[src/rtl/jtag_reg_bank_chain.sv]
// Addressed JTAG user-data-register chain: one frame format {data, addr, wr} shifted LSB first,
// with capture readback of the last accessed register, frame-length checking and per-register strobes.
module jtag_reg_bank_chain #(
  parameter int unsigned        DATA_W   = 10,
  parameter int unsigned        NUM_REGS = 4,
  parameter int unsigned        ADDR_W   = 2,
  parameter logic [DATA_W-1:0]  RST_VAL  = '0
) (
  input  logic                       JTCK,
  input  logic                       JRST,
  input  logic                       JSEL,
  input  logic                       JTDI,
  input  logic                       JSHIFT,
  input  logic                       JCE,
  input  logic                       JUPDATE,
  input  logic                       JRTI,
  output logic                       JTDO,
  output logic [NUM_REGS*DATA_W-1:0] regs_flat,
  output logic [NUM_REGS-1:0]        upd_strobe,
  output logic                       rti_pulse,
  output logic                       frame_err
);

  localparam int unsigned        FRAME_W  = 1 + ADDR_W + DATA_W;
  localparam int unsigned        CNT_W    = $clog2(FRAME_W + 2);
  localparam logic [CNT_W-1:0]   CNT_FULL = CNT_W'(FRAME_W);
  localparam logic [CNT_W-1:0]   CNT_MAX  = CNT_W'(FRAME_W + 1);
  localparam logic [ADDR_W:0]    ADDR_LIM = (ADDR_W + 1)'(NUM_REGS);

  logic [FRAME_W-1:0]               sr_q, sr_d;
  logic [CNT_W-1:0]                 cnt_q, cnt_d;
  logic [ADDR_W-1:0]                last_addr_q, last_addr_d;
  logic                             err_q, err_d;
  logic [NUM_REGS-1:0][DATA_W-1:0]  regs_q, regs_d;
  logic [NUM_REGS-1:0]              strobe_q, strobe_d;
  logic                             rti_seen_q, rti_pulse_q;

  logic              fr_wr;
  logic [ADDR_W-1:0] fr_addr;
  logic [DATA_W-1:0] fr_data;
  logic              frame_ok;

  assign fr_wr    = sr_q[0];
  assign fr_addr  = sr_q[ADDR_W:1];
  assign fr_data  = sr_q[FRAME_W-1:ADDR_W+1];
  assign frame_ok = (cnt_q == CNT_FULL) && ({1'b0, fr_addr} < ADDR_LIM);

  always_comb begin
    sr_d        = sr_q;
    cnt_d       = cnt_q;
    last_addr_d = last_addr_q;
    err_d       = err_q;
    regs_d      = regs_q;
    strobe_d    = '0;
    // Update outranks capture/shift if an illegal TAP asserts both.
    if (JSEL && JUPDATE) begin
      if (frame_ok) begin
        last_addr_d = fr_addr;
        err_d       = 1'b0;
        if (fr_wr) begin
          for (int unsigned i = 0; i < NUM_REGS; i++) begin
            if (fr_addr == ADDR_W'(i)) begin
              regs_d[i]   = fr_data;
              strobe_d[i] = 1'b1;
            end
          end
        end
      end else begin
        err_d = 1'b1;
      end
    end else if (JSEL && JCE) begin
      if (JSHIFT) begin
        sr_d = {JTDI, sr_q[FRAME_W-1:1]};
        if (cnt_q != CNT_MAX) cnt_d = cnt_q + 1'b1;
      end else begin
        sr_d  = {regs_q[last_addr_q], last_addr_q, err_q};
        cnt_d = '0;
      end
    end
  end

  always_ff @(posedge JTCK) begin
    if (JRST) begin
      sr_q        <= '0;
      cnt_q       <= '0;
      last_addr_q <= '0;
      err_q       <= 1'b0;
      regs_q      <= {NUM_REGS{RST_VAL}};
      strobe_q    <= '0;
      rti_seen_q  <= 1'b0;
      rti_pulse_q <= 1'b0;
    end else begin
      sr_q        <= sr_d;
      cnt_q       <= cnt_d;
      last_addr_q <= last_addr_d;
      err_q       <= err_d;
      regs_q      <= regs_d;
      strobe_q    <= strobe_d;
      rti_seen_q  <= JRTI & JSEL;
      rti_pulse_q <= JRTI & JSEL & ~rti_seen_q;
    end
  end

  assign JTDO       = sr_q[0];
  assign regs_flat  = regs_q;
  assign upd_strobe = strobe_q;
  assign rti_pulse  = rti_pulse_q;
  assign frame_err  = err_q;

endmodule

[config.mk]
export PLATFORM = sky130hd
export DESIGN_NAME = jtag_reg_bank_chain
export DESIGN_NICKNAME = d
export VERILOG_FILES = /design/src/rtl/jtag_reg_bank_chain.sv
export SDC_FILE = /design/constraint.sdc
export NUM_CORES = 1
export LEC_CHECK = 0
export CAP_MARGIN = 20
export CELL_PAD_IN_SITES_DETAIL_PLACEMENT = 0
export CELL_PAD_IN_SITES_GLOBAL_PLACEMENT = 2
export CORE_MARGIN = 5
export CORE_UTILIZATION = 31
export CTS_CLUSTER_SIZE = 12
export DETAILED_ROUTE_END_ITERATION = 6
export GPL_TIMING_DRIVEN = 0
export PLACE_DENSITY = 0.83
export SLEW_MARGIN = 10
export SYNTH_ARGS = -nofsm -noshare
export SYNTH_HDL_FRONTEND = slang
export SYNTH_SLANG_ARGS = --single-unit
[constraint.sdc]
create_clock -name JTCK -period 2 [get_ports JTCK]
set_clock_uncertainty 0.1 [all_clocks]
set_input_delay 0.4 -clock JTCK [delete_from_list [all_inputs] [get_ports JTCK]]
set_output_delay 0.4 -clock JTCK [all_outputs]
set_load 0.05 [all_outputs]
# After elaboration in Yosys (flattened, before gate mapping)
# Index checks and enable logic that the tools add are counted.
dict set report word_totals {
  register_bits 66
  in_bits 8
  out_inout_bits 47
  elab_cells 46
}
dict set report op_classes {
  add_sub_neg 1
  order_cmp 1
  n_eq_ne 6
  n_mux 10
  n_bitwise 6
  n_reduce_logical 11
}
# op count
set ops {}
lappend ops {{binary-select mux 10 bit (select 2 bit)} 1}
lappend ops {{AND reduction 4 bit} 4}
lappend ops {{2-to-1 mux 13 bit} 1}
lappend ops {{2-to-1 mux 10 bit} 1}
lappend ops {{2-to-1 mux 4 bit} 2}
lappend ops {{2-to-1 mux 1 bit} 5}
lappend ops {{adder 4 x 1 -> 4 bit (second input constant)} 1}
lappend ops {{== test 2 bit (second input constant)} 2}
lappend ops {{== test 4 bit (second input constant)} 1}
lappend ops {{inequality test 4 bit (second input constant)} 1}
lappend ops {{NOT 1 bit} 4}
lappend ops {{AND reduction 2 bit} 2}
lappend ops {{OR reduction 4 bit} 1}
lappend ops {{less-than comparator 2 x 3 -> 1 bit (second input constant)} 1}
lappend ops {{AND reduction 3 bit} 1}
lappend ops {{AND 1 bit} 2}
lappend ops {{== test 2 x 1 -> 1 bit (second input constant)} 1}
lappend ops {{logical AND 1 bit} 2}
lappend ops {{zero test 2 bit} 1}
lappend ops {{inequality test 2 x 1 -> 1 bit (second input constant)} 1}

# Logic depth before layout (Yosys ltp)
dict set report logic_depth {
  depth_word 3
  ltp_mapped 7
  mapped_depth_nobuf 5
}

# Least setup slack after synthesis
# No wires, ideal clock.
dict set report synth_path {
  kind {register to register}
  startpoint {register sr_q[0]}
  endpoint {register regs_q, in the netlist regs_flat[10]}
  setup_ps 132
  arrival_ps 1345
  required_ps 1768
  setup_slack_ps 422
  stages_incl_launch_ff 5
  path_buffers 1
  synth_period_minus_slack_ps 1578
  path_cell_list {dfxtp_1 nand4_1 clkbuf_1 o21ai_0 a21oi_1}
}
dict set report synth_via {
  elab_chain_len 1
}
# element line
set synth_rtl {}
lappend synth_rtl {{start, declared} 30} ;# logic [FRAME_W-1:0] sr_q, sr_d;
lappend synth_rtl {{start signal, assigned} 93} ;# sr_q <= sr_d;
lappend synth_rtl {{AND reduction 4 bit (no line)} -}
lappend synth_rtl {{end signal, assigned} 88} ;# regs_q <= {NUM_REGS{RST_VAL}};
lappend synth_rtl {{end signal, assigned} 97} ;# regs_q <= regs_d;
lappend synth_rtl {{end, declared} 34} ;# logic [NUM_REGS-1:0][DATA_W-1:0] regs_q, regs_d;
# Every way passes these cells.
# A chain may end at the register's enable or synchronous reset.

# Worst setup path after layout
dict set report layout_path {
  startpoint {register strobe_q[2] (netlist: upd_strobe[2])}
  endpoint {output port upd_strobe[2]}
}
# element line
set layout_lines {}
lappend layout_lines {{start, declared} 35} ;# logic [NUM_REGS-1:0] strobe_q, strobe_d;
lappend layout_lines {{start signal, assigned} 98} ;# strobe_q <= strobe_d;
lappend layout_lines {{end, declared} 19} ;# output logic [NUM_REGS-1:0] upd_strobe,
# No word-level cell between the ends.

==> run metrics <==
Pins Over Slew Limit 0; number of I/O pins 55; async set-or-reset flop fraction in the synthesized netlist 0; DR iter-0 viols 266; reg-to-reg critical path endpoint regs_flat[5]; half-perimeter wire length after detailed placement 6940 um; worst ir drop on vdd 0.000338 V; most common cell in the synthesized netlist dfxtp_1; global-route wire length before repair 15800 um; CP max stage cell clkdlybuf4s50_1; arrival time of data at the critical path endpoint 1440 ps; count of warnings emitted by yosys 0; share of post-route cells with drive strength above 1 0.148; Critical Path Source Type flop; fraction of the yosys area taken by sequential cells 0.438; signed area change from the synthesized netlist to the final layout 28.8%; worst slew margin relative to its limit 0.597; xor/xnor share of the synthesized area 0; number of levels in the clock H-tree 3; sum of buffers and inverters on the critical path 1; Area after DPL 3710 um^2; DR vias 2940; cell family with most CP delay buffers and inverters; hold bufs inserted after CTS 0; Antenna Diode Count 0; net total in the final layout 412; Post-synth EDFFs 0; width of the die 109 um; number of cells traversed by the worst hold path 1; hold endpoint rti_pulse; transition time at the pin with the least slew margin 605 ps; hold violation count in the final report 0; adder and majority cell fraction of the synthesized area 0.0125; maximum capacitance violations 0; average cell area after synthesis 8.97 um^2; number of remaining DRC errors 1; clock buffers created by TritonCTS 9; IO buf count 53; cell taking the most area after synthesis dfxtp_1; violations in the final reports design-rule violations; area of the die 11800 um^2; number of clock sinks 66; most frequently used flop master after synthesis dfxtp_1; effective utilization at floorplan 0.313; die extent in y 109 um; maximum net fanout on the critical path 1; largest stage delay on the critical path 790 ps; TritonCTS clock tree yes; critical path, cell by cell clkdlybuf4s50_1; Setup CP Type flop to output port; ratio of routed vias to standard cells 5.46; final critical-path required period 1940 ps; worst reg-to-reg path cell count 5; Post-Synthesis Cells 336; #FFs+latches synth 66; clk buf depth 2; Clock Pin Slew Worst Setup and Hold Paths 70 ps; later-pin clock latency in the skew report 350 ps; number of antenna violations at the first check in global routing 0; CTS root buf clkbuf_8; maximum number of pins on one net before global-route repair 12; total chip power 0.00271 W; post-layout instance area 3880 um^2; RSZ-0062 raised after global routing no; Netlist cell types 34; share of synthesized area spent on multiplexers 0.0913; leakage power figure 1.53 nW; portion of synthesized cell area occupied by the leading cell type 0.438; critical path endpoint category output port; via count of the first global-routing pass 2804; worst reg2reg path startpoint cnt_q[0]; area inside the core boundary 9640 um^2; Setup Slack @ Placement -201 ps; final worst path period share 0.972; Final Wtd Congestion 0.822; flop-to-flop setup slack 160 ps; Worst Setup Slack, final 56.1 ps; average wire length per cell after detail routing 18.7 um; dominant combinational cell family by area after synthesis compound AO/OA/AOI/OAI gates; post-synthesis net count 347; leading cell types by total area after synthesis dfxtp_1, a21oi_1, o21ai_0; Hold Startpoint rti_seen_q; row count 36; Congestion Overflow GR 0; final count of negative-setup-slack endpoints 0; Req. time, crit path 1500 ps; outcome complete, but fails checks; number of routed nets with antenna violations 0; basic-gate share of the synthesized area counting and, or, nand and nor cells 0.167; global-route usage over all layers 0.176; commonest cells in the netlist dfxtp_1, a21oi_1, o21ai_0; synthesized-area fraction occupied by ao, oa, aoi and oai cells 0.229; Hold/Removal Path Class flop to flop; Final Routed Wirelength 10100 um; netlist area before placement 3010 um^2; Highest Clock Rate 514 MHz; first drt pass iteration count 7; power per unit of standard cell area 697 nW/um^2
[power breakdown]
part / switching, W / total, W / leakage, nW / internal, W
clock network: 0.000530 / 0.00122 / 0.105 / 0.000688
registers: 0.0000278 / 0.00136 / 0.533 / 0.00133
logic: 0.0000856 / 0.000132 / 0.894 / 0.0000469
total: 0.000643 / 0.00271 / 1.53 / 0.00206
[logic make-up (layout without fill, tap and decap cells)]
kind of cell,Yosys count,after routing
multiplexers,22,22
AO/OA/AOI/OAI,119,119
flip-flops,66,66
AND/OR/NAND/NOR,89,89
adder cells (fa/ha/maj),3,3
buffers and inverters,37,106
[worst max path at each step]
stage	start	endpoint	slack (ps)	cells after the start
3_3_place_gp	JSEL	regs_flat[4]	-180	5
5_1_grt	upd_strobe[2]	upd_strobe[2]	20	1
2_1_floorplan	sr_q[0]	regs_flat[10]	420	4
4_1_cts	upd_strobe[0]	upd_strobe[0]	10	1
3_5_place_dp	JSEL	regs_flat[15]	-200	5
6_report	upd_strobe[2]	upd_strobe[2]	60	1
[metal layers]
layer,global-route usage,routed length [um],vias up
met5,0,0,-
met4,0.0640,131,0
met3,0.0370,799,11
met2,0.252,4470,125
met1,0.259,4670,1407
li1,-,-,1397
[stage by stage]
step           TNS (ps)  hold slack (ps)   util  std cells
2_1_floorplan         0              275      -        336
3_3_place_gp      -6470              282  0.385        522
3_5_place_dp      -6620              289  0.385        522
4_1_cts               0              299  0.401        537
5_1_grt               0              322  0.403        538
6_report              0              297  0.403        538
[state kept, by name, indices dropped and copies added, names as in the netlist]
signal,flops
cnt_q,4
last_addr_q,2
rti_pulse,1
regs_flat,40
frame_err,1
rti_seen_q,1
sr_q,13
upd_strobe,4
[what timing repair did]
item                                    CTS  global route
pin swaps                                 0             1
buffers inserted                          0             1
endpoints found under the setup margin   42            42
gates resized for setup                  42             9
[placed cells by master (no fill, tap or decap), types with 3 or more instances in the layout]
master and n:
dfxtp_1 66, a21oi_1 46, o21ai_0 45, nand3_1 43
dlygate4sd2_1 42, a211oi_1 16, nor2_1 15, clkbuf_1 13
mux2_2 12, a222oi_1 10, buf_2 9, buf_4 9
clkbuf_8 9, clkdlybuf4s50_1 9, mux2_4 8, nand4_1 5
and4_1 4, inv_1 3, nand4b_1 3, clkbuf_2 3
nor3_1 3, nand2_1 3, clkinv_2 3
[final cells by class]
cell class / count / area [um^2]
Clock buffer: 9 / 124
Multi-Input combinational cell: 233 / 1510
Tap cell: 133 / 166
Sequential cell: 66 / 1320
Inverter: 3 / 11.3
Timing Repair Buffer: 54 / 490
Fill cell: 1030 / 5760
Clock inverter: 6 / 82.6
Buffer: 34 / 180
No activity file was read; power rests on OpenSTA's default activity.
